[config.mk]
export PLATFORM = sky130hd
export DESIGN_NAME = mc_ctrl
export DESIGN_NICKNAME = d
export VERILOG_FILES = /design/src/rtl/mc_ctrl_pkg.sv /design/src/rtl/mc_ctrl_decode.sv /design/src/rtl/mc_ctrl.sv
export SDC_FILE = /design/constraint.sdc
export NUM_CORES = 1
export LEC_CHECK = 0
export CORE_MARGIN = 1.5
export CORE_UTILIZATION = 50
export CTS_CLUSTER_DIAMETER = 100
export DETAILED_ROUTE_END_ITERATION = 8
export GPL_TIMING_DRIVEN = 0
export PLACE_DENSITY = 0.82
export SLEW_MARGIN = 20
export SYNTH_ARGS = -nofsm -noshare
export SYNTH_HDL_FRONTEND = slang
export SYNTH_SLANG_ARGS = --single-unit
[constraint.sdc]
create_clock -name clk -period 5.7 [get_ports clk]
set_clock_uncertainty 0.2 [all_clocks]
set_input_delay 0.57 -clock clk [delete_from_list [all_inputs] [get_ports clk]]
set_output_delay 0.57 -clock clk [all_outputs]
set_load 0.01 [all_outputs]
[src/rtl/mc_ctrl_pkg.sv]
// Shared encodings for the multi-cycle MIPS control unit: FSM states,
// instruction classes, opcode/funct values and datapath select codes.
package mc_ctrl_pkg;

    localparam int unsigned OP_W       = 6;
    localparam int unsigned ALU_CODE_W = 5;
    localparam int unsigned NPC_CODE_W = 3;

    typedef enum logic [2:0] {
        S_FETCH  = 3'd0,
        S_DECODE = 3'd1,
        S_EXEC   = 3'd2,
        S_MEM    = 3'd3,
        S_WB     = 3'd4,
        S_EXCPT  = 3'd5
    } state_e;

    typedef enum logic [3:0] {
        C_ILLEGAL = 4'd0,
        C_R_ALU   = 4'd1,
        C_I_ALU   = 4'd2,
        C_LW      = 4'd3,
        C_SW      = 4'd4,
        C_BEQ     = 4'd5,
        C_BNE     = 4'd6,
        C_JR      = 4'd7,
        C_J       = 4'd8,
        C_JAL     = 4'd9
    } class_e;

    // Opcodes (IR[31:26])
    localparam logic [OP_W-1:0] OP_RTYPE = 6'h00;
    localparam logic [OP_W-1:0] OP_J     = 6'h02;
    localparam logic [OP_W-1:0] OP_JAL   = 6'h03;
    localparam logic [OP_W-1:0] OP_BEQ   = 6'h04;
    localparam logic [OP_W-1:0] OP_BNE   = 6'h05;
    localparam logic [OP_W-1:0] OP_ADDI  = 6'h08;
    localparam logic [OP_W-1:0] OP_ADDIU = 6'h09;
    localparam logic [OP_W-1:0] OP_ANDI  = 6'h0C;
    localparam logic [OP_W-1:0] OP_ORI   = 6'h0D;
    localparam logic [OP_W-1:0] OP_XORI  = 6'h0E;
    localparam logic [OP_W-1:0] OP_LUI   = 6'h0F;
    localparam logic [OP_W-1:0] OP_LW    = 6'h23;
    localparam logic [OP_W-1:0] OP_SW    = 6'h2B;

    // Funct codes (IR[5:0]) for R-type
    localparam logic [OP_W-1:0] FN_SLL  = 6'h00;
    localparam logic [OP_W-1:0] FN_SRL  = 6'h02;
    localparam logic [OP_W-1:0] FN_SRA  = 6'h03;
    localparam logic [OP_W-1:0] FN_SLLV = 6'h04;
    localparam logic [OP_W-1:0] FN_SRLV = 6'h06;
    localparam logic [OP_W-1:0] FN_SRAV = 6'h07;
    localparam logic [OP_W-1:0] FN_JR   = 6'h08;
    localparam logic [OP_W-1:0] FN_ADD  = 6'h20;
    localparam logic [OP_W-1:0] FN_ADDU = 6'h21;
    localparam logic [OP_W-1:0] FN_SUB  = 6'h22;
    localparam logic [OP_W-1:0] FN_SUBU = 6'h23;
    localparam logic [OP_W-1:0] FN_AND  = 6'h24;
    localparam logic [OP_W-1:0] FN_OR   = 6'h25;
    localparam logic [OP_W-1:0] FN_XOR  = 6'h26;
    localparam logic [OP_W-1:0] FN_NOR  = 6'h27;
    localparam logic [OP_W-1:0] FN_SLT  = 6'h2A;
    localparam logic [OP_W-1:0] FN_SLTU = 6'h2B;

    // ALU operations
    localparam logic [ALU_CODE_W-1:0] ALU_NOP  = 5'd0;
    localparam logic [ALU_CODE_W-1:0] ALU_ADD  = 5'd1;
    localparam logic [ALU_CODE_W-1:0] ALU_SUB  = 5'd2;
    localparam logic [ALU_CODE_W-1:0] ALU_AND  = 5'd3;
    localparam logic [ALU_CODE_W-1:0] ALU_OR   = 5'd4;
    localparam logic [ALU_CODE_W-1:0] ALU_XOR  = 5'd5;
    localparam logic [ALU_CODE_W-1:0] ALU_NOR  = 5'd6;
    localparam logic [ALU_CODE_W-1:0] ALU_SLL  = 5'd7;
    localparam logic [ALU_CODE_W-1:0] ALU_SRL  = 5'd8;
    localparam logic [ALU_CODE_W-1:0] ALU_SRA  = 5'd9;
    localparam logic [ALU_CODE_W-1:0] ALU_SLT  = 5'd10;
    localparam logic [ALU_CODE_W-1:0] ALU_SLTU = 5'd11;
    localparam logic [ALU_CODE_W-1:0] ALU_LUI  = 5'd12;
    localparam logic [ALU_CODE_W-1:0] ALU_BNE  = 5'd13;

    // Next-PC selects
    localparam logic [NPC_CODE_W-1:0] NPC_PLUS4  = 3'd0;
    localparam logic [NPC_CODE_W-1:0] NPC_BRANCH = 3'd1;
    localparam logic [NPC_CODE_W-1:0] NPC_JUMP   = 3'd2;
    localparam logic [NPC_CODE_W-1:0] NPC_JR     = 3'd3;
    localparam logic [NPC_CODE_W-1:0] NPC_EXCEPT = 3'd4;

    // Extension, destination and write-data selects
    localparam logic [1:0] EXT_ZERO    = 2'd0;
    localparam logic [1:0] EXT_SIGNED  = 2'd1;
    localparam logic [1:0] EXT_HIGHPOS = 2'd2;
    localparam logic [1:0] GPRSEL_RD   = 2'd0;
    localparam logic [1:0] GPRSEL_RT   = 2'd1;
    localparam logic [1:0] GPRSEL_31   = 2'd2;
    localparam logic [2:0] WDSEL_ALU   = 3'd0;
    localparam logic [2:0] WDSEL_MEM   = 3'd1;
    localparam logic [2:0] WDSEL_PC    = 3'd2;

    // Decoder result: instruction class plus the ALU-side selects
    typedef struct packed {
        class_e                  cls;
        logic [ALU_CODE_W-1:0]   alu_op;
        logic                    a_sel;
        logic                    b_sel;
        logic [1:0]              ext_op;
    } dec_t;

endpackage

[src/rtl/mc_ctrl_decode.sv]
// Combinational opcode/funct decoder: instruction class and ALU selects.
//  opcode, funct : IR fields
//  dec           : class + ALUOp/ASel/BSel/EXTOp (class C_ILLEGAL when undefined)
module mc_ctrl_decode
    import mc_ctrl_pkg::*;
#(
    parameter bit EN_BNE = 1'b1
) (
    input  logic [OP_W-1:0] opcode,
    input  logic [OP_W-1:0] funct,
    output dec_t            dec
);

    always_comb begin
        dec = '0;
        case (opcode)
            OP_RTYPE: begin
                dec.cls = C_R_ALU;
                case (funct)
                    FN_SLL:  begin dec.alu_op = ALU_SLL; dec.a_sel = 1'b1; end
                    FN_SRL:  begin dec.alu_op = ALU_SRL; dec.a_sel = 1'b1; end
                    FN_SRA:  begin dec.alu_op = ALU_SRA; dec.a_sel = 1'b1; end
                    FN_SLLV: dec.alu_op = ALU_SLL;
                    FN_SRLV: dec.alu_op = ALU_SRL;
                    FN_SRAV: dec.alu_op = ALU_SRA;
                    FN_JR:   dec.cls    = C_JR;
                    FN_ADD, FN_ADDU: dec.alu_op = ALU_ADD;
                    FN_SUB, FN_SUBU: dec.alu_op = ALU_SUB;
                    FN_AND:  dec.alu_op = ALU_AND;
                    FN_OR:   dec.alu_op = ALU_OR;
                    FN_XOR:  dec.alu_op = ALU_XOR;
                    FN_NOR:  dec.alu_op = ALU_NOR;
                    FN_SLT:  dec.alu_op = ALU_SLT;
                    FN_SLTU: dec.alu_op = ALU_SLTU;
                    default: dec.cls    = C_ILLEGAL;
                endcase
            end
            OP_ADDI, OP_ADDIU: begin
                dec.cls = C_I_ALU; dec.alu_op = ALU_ADD; dec.b_sel = 1'b1; dec.ext_op = EXT_SIGNED;
            end
            OP_ANDI: begin dec.cls = C_I_ALU; dec.alu_op = ALU_AND; dec.b_sel = 1'b1; end
            OP_ORI:  begin dec.cls = C_I_ALU; dec.alu_op = ALU_OR;  dec.b_sel = 1'b1; end
            OP_XORI: begin dec.cls = C_I_ALU; dec.alu_op = ALU_XOR; dec.b_sel = 1'b1; end
            OP_LUI: begin
                dec.cls = C_I_ALU; dec.alu_op = ALU_LUI; dec.b_sel = 1'b1; dec.ext_op = EXT_HIGHPOS;
            end
            OP_LW, OP_SW: begin
                dec.cls    = (opcode == OP_LW) ? C_LW : C_SW;
                dec.alu_op = ALU_ADD;
                dec.b_sel  = 1'b1;
                dec.ext_op = EXT_SIGNED;
            end
            OP_BEQ: begin dec.cls = C_BEQ; dec.alu_op = ALU_SUB; end
            OP_BNE: begin
                // Without bne support the opcode falls through as illegal
                if (EN_BNE) begin
                    dec.cls = C_BNE; dec.alu_op = ALU_BNE;
                end
            end
            OP_J:    dec.cls = C_J;
            OP_JAL:  dec.cls = C_JAL;
            default: dec.cls = C_ILLEGAL;
        endcase
    end

endmodule

[src/rtl/mc_ctrl.sv]
// Multi-cycle MIPS control unit: FETCH/DECODE/EXEC/MEM/WB sequencer with
// imem/dmem req/ack handshakes, request timeout into an exception state,
// and a retired-instruction counter.
//  clk, rst_n            : clock, async active-low reset
//  opcode, funct, Zero   : IR fields and ALU zero flag
//  stall                 : hold in FETCH before a fetch is requested
//  imem_ack, dmem_ack    : one-cycle access-done pulses
//  imem_req, dmem_req    : registered requests, held until ack or timeout
//  DMWr/IRWr/PCWr/RFWr   : datapath strobes
//  ALUOp..WDSel          : datapath selects
//  flush                 : exception flush pulse
//  state_o, retired      : debug state and retired count
module mc_ctrl
    import mc_ctrl_pkg::*;
#(
    parameter int unsigned ALUOP_W     = 5,
    parameter int unsigned NPCOP_W     = 3,
    parameter int unsigned MEM_TIMEOUT = 16,
    parameter int unsigned RETIRE_W    = 32,
    parameter bit          EN_BNE      = 1'b1
) (
    input  logic                clk,
    input  logic                rst_n,
    input  logic [5:0]          opcode,
    input  logic [5:0]          funct,
    input  logic                Zero,
    input  logic                stall,
    input  logic                imem_ack,
    input  logic                dmem_ack,
    output logic                imem_req,
    output logic                dmem_req,
    output logic                DMWr,
    output logic                IRWr,
    output logic                PCWr,
    output logic                RFWr,
    output logic [ALUOP_W-1:0]  ALUOp,
    output logic [NPCOP_W-1:0]  NPCOp,
    output logic                ASel,
    output logic                BSel,
    output logic [1:0]          EXTOp,
    output logic [1:0]          GPRSel,
    output logic [2:0]          WDSel,
    output logic                flush,
    output logic [2:0]          state_o,
    output logic [RETIRE_W-1:0] retired
);

    localparam int unsigned TMO_W = $clog2(MEM_TIMEOUT + 1);
    localparam logic [TMO_W-1:0] TMO_LAST = TMO_W'(MEM_TIMEOUT - 1);

    state_e              state_q, state_d;
    logic                imem_req_q, imem_req_d;
    logic                dmem_req_q, dmem_req_d;
    logic                dmem_wr_q, dmem_wr_d;
    logic [TMO_W-1:0]    tmo_cnt_q, tmo_cnt_d;
    logic [RETIRE_W-1:0] retired_q, retired_d;
    dec_t                dec;

    mc_ctrl_decode #(.EN_BNE(EN_BNE)) u_decode (
        .opcode (opcode),
        .funct  (funct),
        .dec    (dec)
    );

    // State, request and counter registers
    always_ff @(posedge clk or negedge rst_n) begin
        if (!rst_n) begin
            state_q    <= S_FETCH;
            imem_req_q <= 1'b0;
            dmem_req_q <= 1'b0;
            dmem_wr_q  <= 1'b0;
            tmo_cnt_q  <= '0;
            retired_q  <= '0;
        end else begin
            state_q    <= state_d;
            imem_req_q <= imem_req_d;
            dmem_req_q <= dmem_req_d;
            dmem_wr_q  <= dmem_wr_d;
            tmo_cnt_q  <= tmo_cnt_d;
            retired_q  <= retired_d;
        end
    end

    // Next state, request hold/drop, timeout and retire bookkeeping
    always_comb begin
        state_d    = state_q;
        imem_req_d = imem_req_q;
        dmem_req_d = dmem_req_q;
        dmem_wr_d  = dmem_wr_q;
        tmo_cnt_d  = tmo_cnt_q;
        retired_d  = retired_q;
        case (state_q)
            S_FETCH: begin
                // Request rises only when not stalled; once raised, stall no longer matters
                if (imem_req_q) begin
                    if (imem_ack) begin
                        imem_req_d = 1'b0;
                        state_d    = S_DECODE;
                    end else if (tmo_cnt_q == TMO_LAST) begin
                        imem_req_d = 1'b0;
                        state_d    = S_EXCPT;
                    end else begin
                        tmo_cnt_d = tmo_cnt_q + TMO_W'(1);
                    end
                end else if (!stall) begin
                    imem_req_d = 1'b1;
                end
            end
            S_DECODE: begin
                case (dec.cls)
                    C_J:       state_d = S_FETCH;
                    C_JAL:     state_d = S_WB;
                    C_ILLEGAL: state_d = S_EXCPT;
                    default:   state_d = S_EXEC;
                endcase
            end
            S_EXEC: begin
                case (dec.cls)
                    C_R_ALU, C_I_ALU:     state_d = S_WB;
                    C_BEQ, C_BNE, C_JR:   state_d = S_FETCH;
                    C_LW, C_SW: begin
                        state_d    = S_MEM;
                        dmem_req_d = 1'b1;
                        dmem_wr_d  = (dec.cls == C_SW);
                        tmo_cnt_d  = '0;
                    end
                    default:              state_d = S_EXCPT;
                endcase
            end
            S_MEM: begin
                if (dmem_ack) begin
                    dmem_req_d = 1'b0;
                    dmem_wr_d  = 1'b0;
                    state_d    = (dec.cls == C_LW) ? S_WB : S_FETCH;
                end else if (tmo_cnt_q == TMO_LAST) begin
                    dmem_req_d = 1'b0;
                    dmem_wr_d  = 1'b0;
                    state_d    = S_EXCPT;
                end else begin
                    tmo_cnt_d = tmo_cnt_q + TMO_W'(1);
                end
            end
            S_WB:    state_d = S_FETCH;
            S_EXCPT: state_d = S_FETCH;
            default: state_d = S_FETCH;
        endcase

        if (state_d == S_FETCH && state_q != S_FETCH) begin
            tmo_cnt_d = '0;
        end
        // Every return to FETCH except from EXCPT completes an instruction
        if (state_d == S_FETCH && state_q inside {S_DECODE, S_EXEC, S_MEM, S_WB}) begin
            retired_d = retired_q + RETIRE_W'(1);
        end
    end

    // Datapath strobes and selects decoded from the registered state
    always_comb begin
        IRWr   = 1'b0;
        PCWr   = 1'b0;
        RFWr   = 1'b0;
        flush  = 1'b0;
        ALUOp  = '0;
        NPCOp  = '0;
        ASel   = 1'b0;
        BSel   = 1'b0;
        EXTOp  = '0;
        GPRSel = '0;
        WDSel  = '0;
        if (state_q inside {S_DECODE, S_EXEC, S_MEM, S_WB}) begin
            ALUOp = ALUOP_W'(dec.alu_op);
            ASel  = dec.a_sel;
            BSel  = dec.b_sel;
            EXTOp = dec.ext_op;
        end
        case (state_q)
            S_FETCH: begin
                if (imem_req_q && imem_ack) begin
                    IRWr  = 1'b1;
                    PCWr  = 1'b1;
                    NPCOp = NPCOP_W'(NPC_PLUS4);
                end
            end
            S_DECODE: begin
                if (dec.cls == C_J || dec.cls == C_JAL) begin
                    PCWr  = 1'b1;
                    NPCOp = NPCOP_W'(NPC_JUMP);
                end
                if (dec.cls == C_JAL) begin
                    GPRSel = GPRSEL_31;
                    WDSel  = WDSEL_PC;
                end
            end
            S_EXEC: begin
                case (dec.cls)
                    C_BEQ: begin PCWr = Zero;  NPCOp = NPCOP_W'(NPC_BRANCH); end
                    C_BNE: begin PCWr = !Zero; NPCOp = NPCOP_W'(NPC_BRANCH); end
                    C_JR:  begin PCWr = 1'b1;  NPCOp = NPCOP_W'(NPC_JR);     end
                    default: ;
                endcase
            end
            S_WB: begin
                RFWr = 1'b1;
                case (dec.cls)
                    C_I_ALU: begin GPRSel = GPRSEL_RT; WDSel = WDSEL_ALU; end
                    C_LW:    begin GPRSel = GPRSEL_RT; WDSel = WDSEL_MEM; end
                    C_JAL:   begin GPRSel = GPRSEL_31; WDSel = WDSEL_PC;  end
                    default: begin GPRSel = GPRSEL_RD; WDSel = WDSEL_ALU; end
                endcase
            end
            S_EXCPT: begin
                flush = 1'b1;
                PCWr  = 1'b1;
                NPCOp = NPCOP_W'(NPC_EXCEPT);
            end
            default: ;
        endcase
    end

    assign imem_req = imem_req_q;
    assign dmem_req = dmem_req_q;
    assign DMWr     = dmem_wr_q;
    assign state_o  = state_q;
    assign retired  = retired_q;

endmodule
# ---- After elaboration in Yosys (flattened, before gate mapping)
# Cells that the tools add are included.
dict set report op_classes {
  n_mux 54
  addsub 2
  reduce_logical 32
  n_eq_ne 49
}
# op n
set ops {}
lappend ops {{$eq 6x6->1 const B} 12}
lappend ops {{$pmux 4 s11} 1}
lappend ops {{$eq 6x4->1 const B} 7}
lappend ops {{$mux 5} 7}
lappend ops {{$add 32x1->32 const B} 1}
lappend ops {{$pmux 4 s8} 1}
lappend ops {{$eq 6x3->1 const B} 5}
lappend ops {{$pmux 4 s7} 1}
lappend ops {{$pmux 3 s3} 3}
lappend ops {{$eq 6x2->1 const B} 4}
lappend ops {{$pmux 2 s2} 6}
lappend ops {{$reduce_or 2->1} 10}
lappend ops {{$mux 1} 18}
lappend ops {{$mux 3} 6}
lappend ops {{$eq 4x3->1 const B} 4}
lappend ops {{$reduce_or 16->1} 1}
lappend ops {{$pmux 5 s3} 1}
lappend ops {{$logic_not 6->1} 2}
lappend ops {{$ne 3x3->1 const B} 4}
lappend ops {{$pmux 3 s4} 1}
lappend ops {{$eq 4x2->1 const B} 2}
lappend ops {{$eq 4x4->1 const B} 2}
lappend ops {{$mux 2} 4}
lappend ops {{$reduce_bool 4->1} 2}
lappend ops {{25 further kinds} 32}
dict set report word_totals {
  elab_cells 143
  output_inout_bits 59
  ff_bits 43
  in_bits 18
}

# ---- Depth between registers and ports, before layout
dict set report logic_depth {
  depth_word 12
  ltp_mapped 11
  depth_no_buf 9
}

# ---- Modules after synthesis
# A second synthesis with hierarchy kept.
dict set report hier_totals {
  hier_cells 344
  hier_area_um2 3047.9
}
# mod cells_each area_each_um2 seq_area_each_um2 instances
set by_module_without_submodules {}
lappend by_module_without_submodules {mc_ctrl 267 2547.4 1076.0 1}
lappend by_module_without_submodules {mc_ctrl_decode 77 500.5 0.0 1}

# ---- Least setup slack after synthesis
# Ideal clock, no wire load.
dict set report synth_timing {
  kind {in2out}
  from {input port opcode[3]}
  to {output port ALUOp[3]}
  arrival_ps 2148
  setup_slack_ps 2782
  required_time_ps 4930
  cell_stages 7
  n_path_buf 1
  path_cell_list {clkbuf_1 > nor4_2 > o211ai_1 > o32a_1 > nor3_1 > nand3b_1 > a21oi_1}
}
dict set report synth_between {
  elab_chain_cells 4
}
# element line_no
set synth_lines {}
lappend synth_lines {{start: declaration} mc_ctrl.sv:24} ;# input logic [5:0] opcode,
lappend synth_lines {{$eq 6x4->1 / $eq 6x6->1 (equally long branches)} mc_ctrl_decode.sv:16} ;# case (opcode)
lappend synth_lines {{$reduce_or 4->1 (no line)} n/a}
lappend synth_lines {{$pmux 4 s8 (*)} mc_ctrl_decode.sv:16}
lappend synth_lines {{$mux 5 (*)} mc_ctrl.sv:170} ;# if (state_q inside {S_DECODE, S_EXEC, S_MEM, S_WB}) begin
lappend synth_lines {{end: declaration} mc_ctrl.sv:36} ;# output logic [ALUOP_W-1:0] ALUOp,
# Every way passes the cells marked *; elsewhere a longest branch is shown, timed or not.

# ---- Worst setup path in the final report
dict set report layout_timing {
  from {input port opcode[2]}
  to {output port ALUOp[3]}
}
# The elaborated chain is that of the path after synthesis.

==> run_results.csv <==
group,metric,value,unit
yosys,async_flop_share,1.00,
final_layout,fin_cells,496,
worst_setup_path,path_class,"in2out",
yosys,synth-xor-area-share,0.0911,
clock_network,cts_buffer_depth,2,
clock_network,cts_resized,0,
floorplanning,die_h,80.2,um
final_layout,diodes,0,
min_path,hold_path.class,"in2async",
sta,fin_setup_tns,0,ps
worst_setup_path,crit_path_max_fanout,10,
worst_setup_path,r2r_end,"retired[31]$_DFFE_PN0P_",
place,dp_cells,489,
drt,vias_per_cell,5.85,
worst_setup_path,reg2reg_from,"tmo_cnt_q[0]$_DFFE_PN0P_",
final_layout,multi_input_area,1740,um^2
global_route,first_global_vias,2597,
final_layout,nets,445,
yosys,postSynthAreaPerCell,8.64,um^2
clock_network,clk_pin_slew,80,ps
yosys,ys_types,53,
sta,max_slew_margin,0.554,
sta,min_period,4260,ps
yosys,netlist_area,2980,um^2
sta,hold_violations,1,
worst_setup_path,r2r_slack,2810,ps
drt,drt-initial-drc-count,193,
yosys,synth_area_leader_cell,"dfrtp_1",
place,gp_congestion,0.890,
floorplanning,io_pins,77,
drt,detail-route-antenna-nets,0,
run_status,status,"complete, but fails checks",
worst_setup_path,reg2reg_depth,11,
global_route,antenna_found_initial,0,
run_status,violations,"negative hold slack",
yosys,yosys-top-cells-area,"dfrtp_1 (36%), xnor2_1 (9.1%), nand4_1 (5.5%), a21oi_1 (3.5%), and3_1 (3.4%)",
sta,final.setup.worst_slack,1440,ps
final_layout,seq_area,1080,um^2
final_layout,final_layout_size_suffix_gt1_frac,0.0684,
final_layout,area_delta_synth_final,30.6,%
worst_setup_path,critPathRequiredTime,4930,ps
floorplanning,core_region_area,5640,um^2
yosys,synth_fa_ha_area_frac,0.0126,
sta,maxSlewViolCount,0,
yosys,yosysWarnings,0,
floorplanning,die-area,6430,um^2
worst_setup_path,end_kind,"output pin",
power_and_ir_drop,total_power,0.00113,W
final_layout,layout_commonest_cell,"clkdlybuf4s50_1",
yosys,synth_top_flop_cell,"dfrtp_1",
yosys,synth_compound_area_frac,0.144,
sta,whs,-0.976,ps
place,place_ws,1500,ps
clock_network,cts-root-buf,"clkbuf_8",
clock_network,h-tree-depth,2,
sta,setup_viol_count_final,0,
clock_network,cts-buffers-inserted,5,
place,place_hpwl,5630,um
sta,clock.fmax,0.235,GHz
worst_setup_path,critPathLaunchType,"primary input",
yosys,synth_edf_count,0,
yosys,synth_top_area_share,0.361,
power_and_ir_drop,ir_drop,0.178,mV
global_route,gr-usage-all-layers,0.238,
power_and_ir_drop,powerDensity,291,nW/um^2
clock_network,clkSinkCount,43,
drt,vias,2902,
global_route,grt_first_pass_wirelength,12100,um
drt,dr_wl_met2,3650,um
yosys,ys_seq_area_frac,0.361,
worst_setup_path,arrival,3490,ps
final_layout,fillCellCount,488,
sta,worst_slew_pin_slew,667,ps
yosys,syn-instance-count,345,
clock_network,tritoncts,"built",
yosys,synth_top_family_by_area,"simple AND/OR/NAND/NOR gates",
clock_network,cts_setup_buffers,0,
drt,wl,7480,um
final_layout,layout_common_cells,"clkdlybuf4s50_1 (69), dfrtp_1 (43), xnor2_1 (31), nand4_1 (26), a21oi_1 (21)",
drt,m1WireLength,3410,um
drt,first_pass_iters,5,
place,port-buffer-count,70,
global_route,grt-ovfl-total,0,
clock_network,clock_latency,300,ps
drt,drc_errors,0,
sta,rsz0062_at_grt,"false",
drt,top_layer_used,"met4",
run,maxCapViolations,0,
floorplanning,initial_utilization,0.528,
clock_network,cts_hold_buf,0,
floorplanning,fp.dieW,80.2,um
yosys,yosys.area_share.simple,0.311,
yosys,synth_mux_area_frac,0.0218,
floorplanning,num_rows,27,
sta,post-route-period-util,0.747,
drt,routedWlPerCell,15.1,um
global_route,grt_start_max_net_pins,26,
drt,wl_met3,330,um
yosys,synth-seq-cells,43,
power_and_ir_drop,p_leak,1.56,nW
[worst max-delay path by stage]
| stage | to | depth (start not counted) | start | slack (ps) |
|---|---|---|---|---|
| after global routing | ALUOp[2] | 9 | opcode[2] | 1260 |
| after global placement | ALUOp[3] | 9 | opcode[2] | 1500 |
| final | ALUOp[3] | 9 | opcode[2] | 1440 |
| after floorplan | ALUOp[3] | 7 | opcode[3] | 2780 |
| after CTS | ALUOp[3] | 9 | opcode[2] | 1500 |
| after detailed placement | ALUOp[3] | 9 | opcode[2] | 1500 |
[power by group]
part	internal [W]	switching [W]
Clock	0.000128	0.0000976
Sequential	0.000344	0.0000475
Combinational	0.000229	0.000285
[registers in the layout (all words and copies together) (netlist names)]
register / flops
DMWr: 1
tmo_cnt_q: 5
imem_req: 1
dmem_req: 1
retired: 32
state_o: 3
[cells by family after synthesis]
logic type               after synthesis
AO/OA/AOI/OAI                         67
XOR/XNOR                              31
adder cells (fa/ha/maj)                3
buffers and inverters                 39
flip-flops                            43
multiplexers                           6
other                                  1
AND/OR/NAND/NOR                      155
[synthesized netlist by cell type, types with 2 or more instances]
| library cell | instances |
|---|---|
| o32a_1 | 2 |
| nand2_1 | 20 |
| and3_1 | 16 |
| mux2_2 | 3 |
| a31oi_1 | 5 |
| nor2_1 | 20 |
| o311ai_1 | 2 |
| a22oi_1 | 4 |
| nor4b_1 | 3 |
| nand3_1 | 12 |
| nand4_1 | 26 |
| nand3b_1 | 4 |
| mux2i_1 | 2 |
| or3b_1 | 3 |
| xnor2_1 | 31 |
| o211ai_1 | 2 |
| a21oi_1 | 21 |
| o21a_1 | 3 |
| buf_4 | 5 |
| nor2b_1 | 6 |
| a21o_1 | 2 |
| ha_1 | 3 |
| nor3_1 | 7 |
| o2bb2ai_1 | 2 |
| o21ai_0 | 15 |
| and2_1 | 11 |
| and4_1 | 3 |
| and3b_1 | 3 |
| dfrtp_1 | 43 |
| or3_1 | 2 |
| nand2b_1 | 5 |
| a211oi_1 | 4 |
| nor4_1 | 2 |
| inv_1 | 11 |
| buf_1 | 4 |
| clkbuf_1 | 13 |
| nor3b_1 | 4 |
| buf_2 | 6 |
[per-stage QoR]
stage / hold slack (ps) / util / area [um^2]
CTS: 11.8 / 0.690 / 3890
floorplan: 74.4 / - / 2980
global placement: 270 / 0.669 / 3770
detailed placement: 279 / 0.672 / 3790
finish: -0.976 / 0.690 / 3890
global route: 31.5 / 0.690 / 3890
[per-layer routing]
| metal | vias up | global-route usage |
|---|---|---|
| met3 | 9 | 0.0341 |
| met1 | 1403 | 0.328 |
| li1 | 1406 | - |
| met5 | - | 0 |
| met4 | 0 | 0.0621 |
| met2 | 84 | 0.391 |
[layout make-up]
| cell class | instances | share of cell area |
|---|---|---|
| Inverter | 11 | 0.0106 |
| Multi-Input combinational cell | 264 | 0.446 |
| Timing Repair Buffer | 71 | 0.184 |
| Tap cell | 72 | 0.0231 |
| Clock buffer | 6 | 0.0186 |
| Sequential cell | 43 | 0.276 |
| Buffer | 28 | 0.0338 |
| Clock inverter | 1 | 0.00771 |
[critical path: stages]
cell and delay, ps:
clkdlybuf4s50_1 460, clkbuf_1 240, nor4_2 470, o211ai_1 170, o32a_1 280, nor3_1 460
nand3b_1 130, a21oi_1 160, clkdlybuf4s50_1 540
No activity file was read; power rests on OpenSTA's default activity.
